**config.mk**
```make
export PLATFORM = sky130hd
export DESIGN_NAME = bvadd_inv_solver
export DESIGN_NICKNAME = d
export VERILOG_FILES = /design/src/rtl/bvadd_inv_solver.sv
export SDC_FILE = /design/constraint.sdc
export NUM_CORES = 1
export LEC_CHECK = 0
export BUFFER_PORTS_ARGS = -buffer_cell sky130_fd_sc_hd__buf_4
export CORE_ASPECT_RATIO = 2
export CORE_MARGIN = 2
export CORE_UTILIZATION = 60
export DETAILED_ROUTE_END_ITERATION = 8
export PLACE_DENSITY = 0.84
export SYNTH_ARGS = -nofsm -noshare
export SYNTH_HDL_FRONTEND = slang
export SYNTH_SLANG_ARGS = --single-unit
```
**constraint.sdc**
```tcl
create_clock -name clk -period 5.45 [get_ports clk]
set_input_delay 0.8175 -clock clk [delete_from_list [all_inputs] [get_ports clk]]
set_output_delay 0.8175 -clock clk [all_outputs]
set_load 0.05 [all_outputs]
```
**src/rtl/bvadd_inv_solver.sv**
```systemverilog
// Sequential invertibility solver for (x + s) op t over W-bit vectors.
// Computes a witness x and sat in one cycle, then re-checks the predicate bit-serially.
module bvadd_inv_solver #(
    parameter int W     = 4,
    parameter int CNT_W = 16
) (
    input  logic             clk,
    input  logic             rst,
    input  logic             in_valid,
    output logic             in_ready,
    input  logic [W-1:0]     in_s,
    input  logic [W-1:0]     in_t,
    input  logic [2:0]       in_op,
    output logic             out_valid,
    input  logic             out_ready,
    output logic [W-1:0]     out_x,
    output logic             out_sat,
    output logic             out_chk,
    output logic             err_sticky,
    output logic [CNT_W-1:0] solved_cnt
);
    localparam int IW = $clog2(W);
    localparam logic [W-1:0] SMAX = {1'b0, {(W-1){1'b1}}};
    localparam logic [W-1:0] SMIN = {1'b1, {(W-1){1'b0}}};
    localparam logic [W-1:0] ONES = {W{1'b1}};

    typedef enum logic [1:0] {IDLE, CALC, CHECK, DONE} state_t;
    typedef enum logic [1:0] {REL_LT, REL_EQ, REL_GT} rel_t;

    state_t           state_reg, state_next;
    logic [W-1:0]     s_reg, t_reg, x_reg;
    logic [2:0]       op_reg;
    logic             sat_reg, chk_reg, carry_reg, err_reg;
    logic [IW-1:0]    idx_reg;
    rel_t             rel_reg;
    logic [CNT_W-1:0] cnt_reg;

    logic [W-1:0]     x_calc;
    logic             sat_calc;
    logic             sum_bit, t_bit, carry_next, last_bit, signed_op;
    rel_t             rel_step;
    logic             chk_eval;

    assign in_ready   = (state_reg == IDLE) && !rst;
    assign out_valid  = (state_reg == DONE);
    assign out_x      = x_reg;
    assign out_sat    = sat_reg;
    assign out_chk    = chk_reg;
    assign err_sticky = err_reg;
    assign solved_cnt = cnt_reg;

    always_comb begin
        x_calc   = '0;
        sat_calc = 1'b1;
        case (op_reg)
            3'd0: x_calc = t_reg - s_reg;
            3'd1: x_calc = t_reg + W'(1) - s_reg;
            3'd2: begin
                sat_calc = (t_reg != ONES);
                x_calc   = t_reg + W'(1) - s_reg;
            end
            3'd3: x_calc = t_reg - s_reg;
            3'd4: begin
                sat_calc = (t_reg != '0);
                x_calc   = W'(0) - s_reg;
            end
            3'd5: x_calc = W'(0) - s_reg;
            3'd6: begin
                sat_calc = (t_reg != SMAX);
                x_calc   = t_reg + W'(1) - s_reg;
            end
            default: begin
                sat_calc = (t_reg != SMIN);
                x_calc   = SMIN - s_reg;
            end
        endcase
        if (!sat_calc) begin
            x_calc = '0;
        end
    end

    // Serial compare: a later (more significant) differing bit overrides the verdict;
    // for signed ops the sign bit has inverted weight.
    always_comb begin
        last_bit   = (idx_reg == IW'(W-1));
        signed_op  = (op_reg == 3'd6) || (op_reg == 3'd7);
        sum_bit    = x_reg[idx_reg] ^ s_reg[idx_reg] ^ carry_reg;
        t_bit      = t_reg[idx_reg];
        carry_next = (x_reg[idx_reg] & s_reg[idx_reg]) | (carry_reg & (x_reg[idx_reg] ^ s_reg[idx_reg]));
        rel_step   = rel_reg;
        if (sum_bit != t_bit) begin
            rel_step = (sum_bit ^ (signed_op & last_bit)) ? REL_GT : REL_LT;
        end
        case (op_reg)
            3'd0:         chk_eval = (rel_step == REL_EQ);
            3'd1:         chk_eval = (rel_step != REL_EQ);
            3'd2, 3'd6:   chk_eval = (rel_step == REL_GT);
            3'd3:         chk_eval = (rel_step != REL_LT);
            3'd4, 3'd7:   chk_eval = (rel_step == REL_LT);
            default:      chk_eval = (rel_step != REL_GT);
        endcase
    end

    always_comb begin
        state_next = state_reg;
        case (state_reg)
            IDLE:    if (in_valid) state_next = CALC;
            CALC:    state_next = CHECK;
            CHECK:   if (last_bit) state_next = DONE;
            DONE:    if (out_ready) state_next = IDLE;
            default: state_next = IDLE;
        endcase
    end

    always_ff @(posedge clk) begin
        if (rst) begin
            state_reg <= IDLE;
        end else begin
            state_reg <= state_next;
        end
    end

    always_ff @(posedge clk) begin
        if (rst) begin
            s_reg     <= '0;
            t_reg     <= '0;
            op_reg    <= '0;
            x_reg     <= '0;
            sat_reg   <= 1'b0;
            chk_reg   <= 1'b0;
            carry_reg <= 1'b0;
            idx_reg   <= '0;
            rel_reg   <= REL_EQ;
            err_reg   <= 1'b0;
            cnt_reg   <= '0;
        end else begin
            case (state_reg)
                IDLE: begin
                    if (in_valid) begin
                        s_reg  <= in_s;
                        t_reg  <= in_t;
                        op_reg <= in_op;
                    end
                end
                CALC: begin
                    x_reg     <= x_calc;
                    sat_reg   <= sat_calc;
                    idx_reg   <= '0;
                    carry_reg <= 1'b0;
                    rel_reg   <= REL_EQ;
                end
                CHECK: begin
                    carry_reg <= carry_next;
                    rel_reg   <= rel_step;
                    idx_reg   <= idx_reg + IW'(1);
                    if (last_bit) begin
                        chk_reg <= chk_eval;
                    end
                end
                DONE: begin
                    if (out_ready) begin
                        cnt_reg <= cnt_reg + CNT_W'(sat_reg);
                        err_reg <= err_reg | (chk_reg != sat_reg);
                    end
                end
                default: ;
            endcase
        end
    end
endmodule

```
After elaboration in Yosys (flattened, before gate mapping)
Cells that the tools add are included.
- bits in registers: 41
- bits of input ports: 15
- output and inout bits: 25
- logic and storage cells: 89
- $add $sub $neg: 7
- magnitude comparators: 1
- equal/unequal tests: 23
- muxes and demuxes: 19
- bitwise gates (word level): 8
- reductions and logical operators: 19
- operators by type and width (kind ; count):
    $add A16 B1 Y16 ; 1
    $eq A3 B3 Y1 const B ; 4
    $pmux W4 S3 ; 1
    $mux W2 ; 5
    $eq A2 B2 Y1 const B ; 4
    $ne A4 B4 Y1 const B ; 2
    $pmux W2 S2 ; 2
    $pmux W2 S4 ; 1
    $reduce_or A2 Y1 ; 4
    $sub A4 B4 Y4 ; 2
    $bmux W1 S2 ; 3
    $eq A3 B2 Y1 const B ; 2
    $ne A2 B2 Y1 const B ; 3
    $reduce_and A2 Y1 ; 3
    $pmux W1 S5 ; 1
    $add A4 B1 Y4 const B ; 1
    $eq A2 B1 Y1 const B ; 2
    $logic_not A2 Y1 ; 2
    $mux W4 ; 1
    $ne A2 B1 Y1 const B ; 2
    $ne A4 B3 Y1 const B ; 1
    $pmux W1 S4 ; 1
    $reduce_bool A2 Y1 ; 2
    $reduce_bool A4 Y1 ; 1
    other kinds (18) ; 26

Depth between registers and ports, before layout
Gate-level depths: netlist (run 1).
- word-level depth: 9
- mapped depth: 12

Worst setup path after synthesis (run 1)
OpenSTA, ideal clock, no wires.
- path type: reg2reg
- start: register x_reg[3], in the netlist out_x[3]
- end: register chk_reg, in the netlist out_chk
- setup time: 74 ps
- arrival time: 2726 ps
- setup slack: 2649 ps
- cell stages (with the launch flop): 10
- path buffers: 0
- clock period less this slack: 2801 ps
- path through: dfxtp_1 > mux4_2 > inv_1 > fa_1 > or2b_1 > mux2_4 > or4_1 > nor2_1 > a311oi_1 > a31oi_1
- longest elaborated chain between the ends: 9
- ends and longest elaborated chain (what ; RTL line ; text):
    start: declaration ; 31 ; logic [W-1:0] s_reg, t_reg, x_reg;
    start signal: assignment ; 146 ; x_reg <= x_calc;
    $bmux W1 S2 * ; 87 ; sum_bit = x_reg[idx_reg] ^ s_reg[idx_reg] ^ carry_reg;
    $mux W1 (not written as such) * ; 87 ;
    $xor A1 B1 Y1 * (2 in a row) ; 87 ;
    $xor A1 B1 Y1 ; 92 ; rel_step = (sum_bit ^ (signed_op & last_bit)) ? REL_GT : REL_LT;
    $mux W2 ; 92 ;
    $mux W2 * ; 91 ; if (sum_bit != t_bit) begin
    $ne A2 B2 Y1, or another cell as far along ; 100 ; default: chk_eval = (rel_step != REL_GT);
    $pmux W1 S5 * ; 94 ; case (op_reg)
    end signal: assignment ; 157 ; chk_reg <= chk_eval;
    end: declaration ; 33 ; logic sat_reg, chk_reg, carry_reg, err_reg;
Mark *: on every way between the ends. The rest lies on a longest branch, timed or not. The select of a mux whose other input is x is not followed.
A chain may end at the register's enable or synchronous reset.

Worst setup path after layout (run 1)
- start: register idx_reg[0]
- end: register chk_reg, in the netlist out_chk
- longest elaborated chain between the ends: 9
- ends and longest elaborated chain (what ; RTL line ; text):
    start: declaration ; 34 ; logic [IW-1:0] idx_reg;
    start signal: assignment ; 155 ; idx_reg <= idx_reg + IW'(1);
    $bmux W1 S2 ; 87 ;
    $mux W1 (not written as such) ; 87 ;
    $xor A1 B1 Y1 (2 in a row) ; 87 ;
    $xor A1 B1 Y1 ; 92 ;
    $mux W2 ; 92 ;
    $mux W2 ; 91 ;
    $ne A2 B2 Y1, or another cell as far along ; 100 ;
    $pmux W1 S5 ; 94 ;
Several ways; a longest one is shown, not always the timed one. The select of a mux whose other input is x is not followed.

==> results.txt, run 1 <==
Number of buffers created by CTS: 5
FF+latch count, synth: 41
Gr usage total: 25.8%
Final min period: 2940 ps
Setup TNS: 0 ps
1st-pass router iterations: 4
Initial Utilization: 61.8%
Cts hold-fix bufs: 0
Area Overhead vs Synth: 17.6%
First-pass GRT wire length: 9110 um
DR DRC count: 0
Yosys cell types: 49
Largest net degree at the start of global routing: 42
Worst Hold Class: flip-flop to flip-flop
Final worst setup slack: 2510 ps
# Post-CTS Setup Buffers: 0
Nets@finish: 343
Placer Congestion: 0.895
Max reg flops: 16
Wire per inst: 15.0 um
CP Launch Type: flip-flop
Leakage power: 1.21 nW
Total gr overflow: 0
Synthesized area: 0.00237 mm2
Layout Skew: 11.3 ps
Pwr Density: 416 mW/mm2
Final Max Slew Viols: 0
Synth Warn #: 0
Vias per cell: 5.60
Antenna violations before repair: 0
# IOs: 40
RSZ-0062 raised after global routing: no
Area leader, netlist: dfxtp_1
Period utilisation layout: 53.9%
Root Driver: clkbuf_8
Antenna Nets Post-Route: 0
Max_cap viols: 0
Port Buffer Count: 39
Filler cells: 325
Initial DRC count: 34
Post-detail-place hpwl: 4060 um
Worst Setup Path Type: flip-flop to flip-flop
Max-Slew Margin vs Limit: 66.1%
TritonCTS clock tree: done
Post-CTS sizing: 0
Max clock buf depth: 2
# setup viols final: 0
Mapped Nets: 312
Syn Area/Cell: 8.51 um2
Sink Count: 41
Post-synth EDFFs: 0
Via count: 2027
CORE AREA: 0.00384 mm2
CP Data Arrival Time: 3120 ps
Place WS: 2520 ps
Share of layout cells above drive strength 1: 18.0%
Vias in the first global route: 2109
Synth Flop Type: dfxtp_1
Crit-path max FO: 6
Crit end category: flip-flop
Synth top area cells: dfxtp_1 35%, ha_1 7.9%, nand2_1 5.9%, xor2_1 5.2%, a21oi_1 4.4%
Register area share after synthesis: 34.6%
Die area: 0.00451 mm2
Final Hold Viols: 0
Mapped Cells: 279
Worst-margin pin slew: 509 ps
CP Data Required Time: 5630 ps
Top-count cell post-synth: dfxtp_1
Peak VDD IR: 0.000343 V
FP Rows: 32
ANT cells: 0
Peak Freq: 340 MHz
Total Wirelength: 5420 um
Status: finished, final reports clean
Post-synth top cells: 41 x dfxtp_1, 37 x nand2_1, 28 x nor2_1
H-tree depth: 2
Clk_lat worst skew: 300 ps
Post-synthesis async set-or-reset flop share: 0%
Clk pin slew, worst setup/hold paths: 80 ps
Die width: 48.5 um
Die Height: 93.0 um
Fraction of synthesized cell area taken by the top area cell type: 34.6%
-- where the power goes --
group / total [mW] / internal (mW) / switching (mW)
logic: 0.479 / 0.204 / 0.275
registers: 0.387 / 0.335 / 0.0524
clock network: 0.294 / 0.182 / 0.112
-- metrics by stage --
stage / instances / power [mW] / util (%) / hold WS (ps) / instance area, um2
2_1_floorplan: 279 / 0.758 / - / 446 / 2370
3_3_place_gp: 354 / 0.855 / 69.1 / 451 / 2660
3_5_place_dp: 354 / 0.866 / 69.1 / 460 / 2660
4_1_cts: 362 / 1.16 / 72.6 / 479 / 2790
5_1_grt: 362 / 1.23 / 72.6 / 510 / 2790
6_report: 362 / 1.16 / 72.6 / 475 / 2790
-- critical path, cell delays in order, from the launching register on --
cell and delay (ps):
dfxtp_1 470, mux4_2 530, inv_1 90, fa_1 500
nor2b_1 170, mux2_2 270, nor3_2 350, nor2_1 90
a311oi_1 240, a31oi_1 120
-- layout by cell type, fill, tap and decap left out, types with 2 or more instances in the layout --
master	synthesis	routed
nor2b_1	4	4
or2b_1	2	2
ha_1	15	15
xor2_1	14	14
nor4_1	3	3
bufinv_16	0	2
clkbuf_8	0	5
nor3_1	2	2
and4_1	3	3
mux2i_1	6	6
mux2_2	2	2
nand2_1	37	37
o21ai_0	3	3
mux4_2	3	3
nor3b_1	3	3
and2_1	4	4
fa_1	3	3
nand3_1	11	11
nor2_1	28	28
nand4_1	3	3
buf_4	0	39
a21oi_1	21	21
nand2b_1	7	7
dfxtp_1	41	41
xnor2_1	6	6
or3_1	2	2
inv_1	19	19
-- cell families (layout without fill, tap and decap cells) --
kind of cell | Yosys count | count (layout) | share of synthesized area (%)
simple gates | 117 | 117 | 24.5
flops | 41 | 41 | 34.6
compound gates | 36 | 36 | 9.12
buf+inv | 34 | 66 | 6.11
xor+xnor | 21 | 21 | 8.33
fa+ha+maj | 18 | 18 | 10.4
mux | 12 | 12 | 6.96
-- layout make-up --
class                      instances  area, um2  share of cell area, %
multi-input combinational        204       1410                   50.4
sequential                        41        821                   29.4
timing repair buffer              39        293                   10.5
inverter                          19       71.3                   2.56
clock buffer                       5       68.8                   2.47
clock inverter                     3       65.1                   2.33
tap                               51       63.8                   2.29
-- final timing paths --
kind / start / to / cells past startpoint / slack [ps]
setup / recovery: idx_reg[0] / out_chk / 9 / 2510
hold / removal: err_sticky / err_sticky / 2 / 480
setup reg to reg: idx_reg[0] / out_chk / 9 / 2510
hold reg to reg: err_sticky / err_sticky / 2 / 480
-- per-layer routing --
metal,vias to the layer above,GRT usage (%),routed length [um]
li1,1001,-,-
met3,13,3.23,169
met2,52,50.9,3100
met4,0,13.3,135
met1,961,25.3,2010
met5,-,0,0
Note: power is estimated with default switching activity, not from simulation.
==> run 2: changes to the inputs <==
--- a/config.mk
+++ b/config.mk
@@ -8,9 +8,9 @@
 export BUFFER_PORTS_ARGS = -buffer_cell sky130_fd_sc_hd__buf_4
 export CORE_ASPECT_RATIO = 2
 export CORE_MARGIN = 2
-export CORE_UTILIZATION = 60
+export CORE_UTILIZATION = 51
 export DETAILED_ROUTE_END_ITERATION = 8
-export PLACE_DENSITY = 0.84
+export PLACE_DENSITY = 0.76
 export SYNTH_ARGS = -nofsm -noshare
 export SYNTH_HDL_FRONTEND = slang
 export SYNTH_SLANG_ARGS = --single-unit
==> constraint.sdc (replaced) <==
create_clock -name clk -period 2.54 [get_ports clk]
set_input_delay 0.381 -clock clk [delete_from_list [all_inputs] [get_ports clk]]
set_output_delay 0.381 -clock clk [all_outputs]
set_load 0.05 [all_outputs]
==> run 2 against run 1 <==
Clock skew fell by 6.2 ps. Worst setup slack lost 2700 ps. Clock power is 42% higher. The run now ends with setup timing left.
==> results.txt, run 2 (synthesis gave the netlist of run 1 again) <==
CORE AREA: 0.00455 mm2
Met1 GRT Util: 23.2%
Post-detail-place hpwl: 4520 um
Largest net degree at the start of global routing: 42
# setup viols final: 1
Max_cap viols: 0
Global Route met2 Usage: 46.8%
1st-pass router iterations: 4
Worst-margin pin slew: 558 ps
Worst Setup Path Type: flip-flop to flip-flop
Layout Skew: 5.09 ps
Clk_lat worst skew: 290 ps
Final Max Slew Viols: 0
Sink Count: 41
Leakage power: 1.33 nW
TritonCTS clock tree: done
Commonest non-fill, non-tap cell in the layout: buf_4
Antenna Nets Post-Route: 0
Area Overhead vs Synth: 27.9%
First-pass GRT wire length: 9680 um
Peak Freq: 368 MHz
Share of layout cells above drive strength 1: 29.8%
Number of buffers created by CTS: 5
Wire per inst: 15.3 um
Port Buffer Count: 39
DR DRC count: 0
Initial DRC count: 35
Critical Path, Cell by Cell: mux4_2, inv_2, fa_2, or2b_1, mux2_4, or4_1, nor2_1, a311oi_1, a31oi_1
Worst Hold Class: input port to flip-flop
ANT cells: 0
Final worst setup slack: -174 ps
Slowest CP cell: mux4_2
Gr usage total: 24.9%
Max reg flops: 16
Max clock buf depth: 2
Status: complete, but fails checks
Max-Slew Margin vs Limit: 62.8%
Crit-path max FO: 4
Hold WS: 330 ps
Delay-heaviest family, CP: multiplexers
CP bufs+invs: 1
FP Rows: 35
CP Launch Type: flip-flop
Global routing usage on met3: 2.67%
Initial Utilization: 52.1%
GRT busiest layer: met2
Clk pin slew, worst setup/hold paths: 80 ps
Period utilisation layout: 107%
Nets@finish: 368
# Post-CTS Setup Buffers: 0
RSZ-0062 raised after global routing: yes
Vias in the first global route: 2127
Final min period: 2710 ps
Final total power: 2.53 mW
Final Hold Viols: 0
Via count: 2109
Failing checks: setup timing
H-tree depth: 2
Commonest cells after routing, fill and taps aside: 63 x buf_4, 37 x nand2_1, 34 x dfxtp_1
Crit end category: flip-flop
Die Height: 100 um
Root Driver: clkbuf_8
CP Data Arrival Time: 2930 ps
Pwr Density: 833 mW/mm2
Die area: 0.00525 mm2
Vias per cell: 5.39
# IOs: 40
Total gr overflow: 0
Placer Congestion: 0.894
Antenna violations before repair: 0
CP Data Required Time: 2760 ps
Die width: 52.2 um
Total Wirelength: 5960 um
Peak VDD IR: 0.000510 V
Critical path's largest stage delay: 500 ps
-- run 2: cell count changes in the layout (fill, tap and decap cells not counted), moves of 2 or more --
cell	delta
buf_4	+24
dfxtp_1	-7
dfxtp_4	+5
inv_1	-3
inv_2	+3
bufinv_16	-2
dfxtp_2	+2
nor3_1	-2
nor4_1	-2
nor4_4	+2
-- run 2: power by group --
group          switching [mW]  total, mW  internal [mW]
clock network           0.227      0.417          0.191
registers              0.0680      0.796          0.728
logic                   0.726       1.32          0.590
-- run 2: layer usage --
| metal | vias to the layer above | routed length (um) |
|---|---|---|
| met5 | - | 0 |
| met4 | 0 | 301 |
| met3 | 19 | 126 |
| met2 | 36 | 3490 |
| met1 | 1008 | 2050 |
| li1 | 1046 | - |
-- run 2: final timing paths --
check,from,to,slack [ps],depth (start not counted)
worst max-delay path,idx_reg[0],out_chk,-170,9
worst min-delay path,in_t[2],t_reg[2],330,3
worst max register to register,idx_reg[0],out_chk,-170,9
worst min register to register,err_sticky,err_sticky,490,2
-- run 2: worst min-delay path: cells and delay by family --
family | cells | cell delay [ps]
buf+inv | 1 | 110
compound gates | 1 | 50
simple gates | 1 | 40
-- run 2: timing repair --
action | 4_1_cts | 5_1_grt
endpoints found under the setup margin | 3 | 3
pin swaps | 2 | 2
hold buffers | 0 | 0
resized for setup | 5 | 16
-- run 2: metrics by stage --
stage          TNS, ps  cells  util, %  worst slack [ps]  area (um2)
2_1_floorplan     -132    279        -              -118        2390
3_3_place_gp     -89.5    383     62.9             -89.5        2870
3_5_place_dp      -184    383     62.9              -123        2870
6_report          -174    391     66.7              -174        3040
4_1_cts           -170    391     65.2              -170        2970
5_1_grt           -290    391     66.7              -255        3040
-- run 2: layout make-up --
class / instances / area, um2
well taps: 55 / 68.8
clock buffers: 6 / 72.6
flip-flops and latches: 41 / 842
clock inverters: 2 / 10.0
repair buffers: 64 / 484
inverters: 19 / 71.3
fillers: 389 / 1520
multi-input cells: 204 / 1490
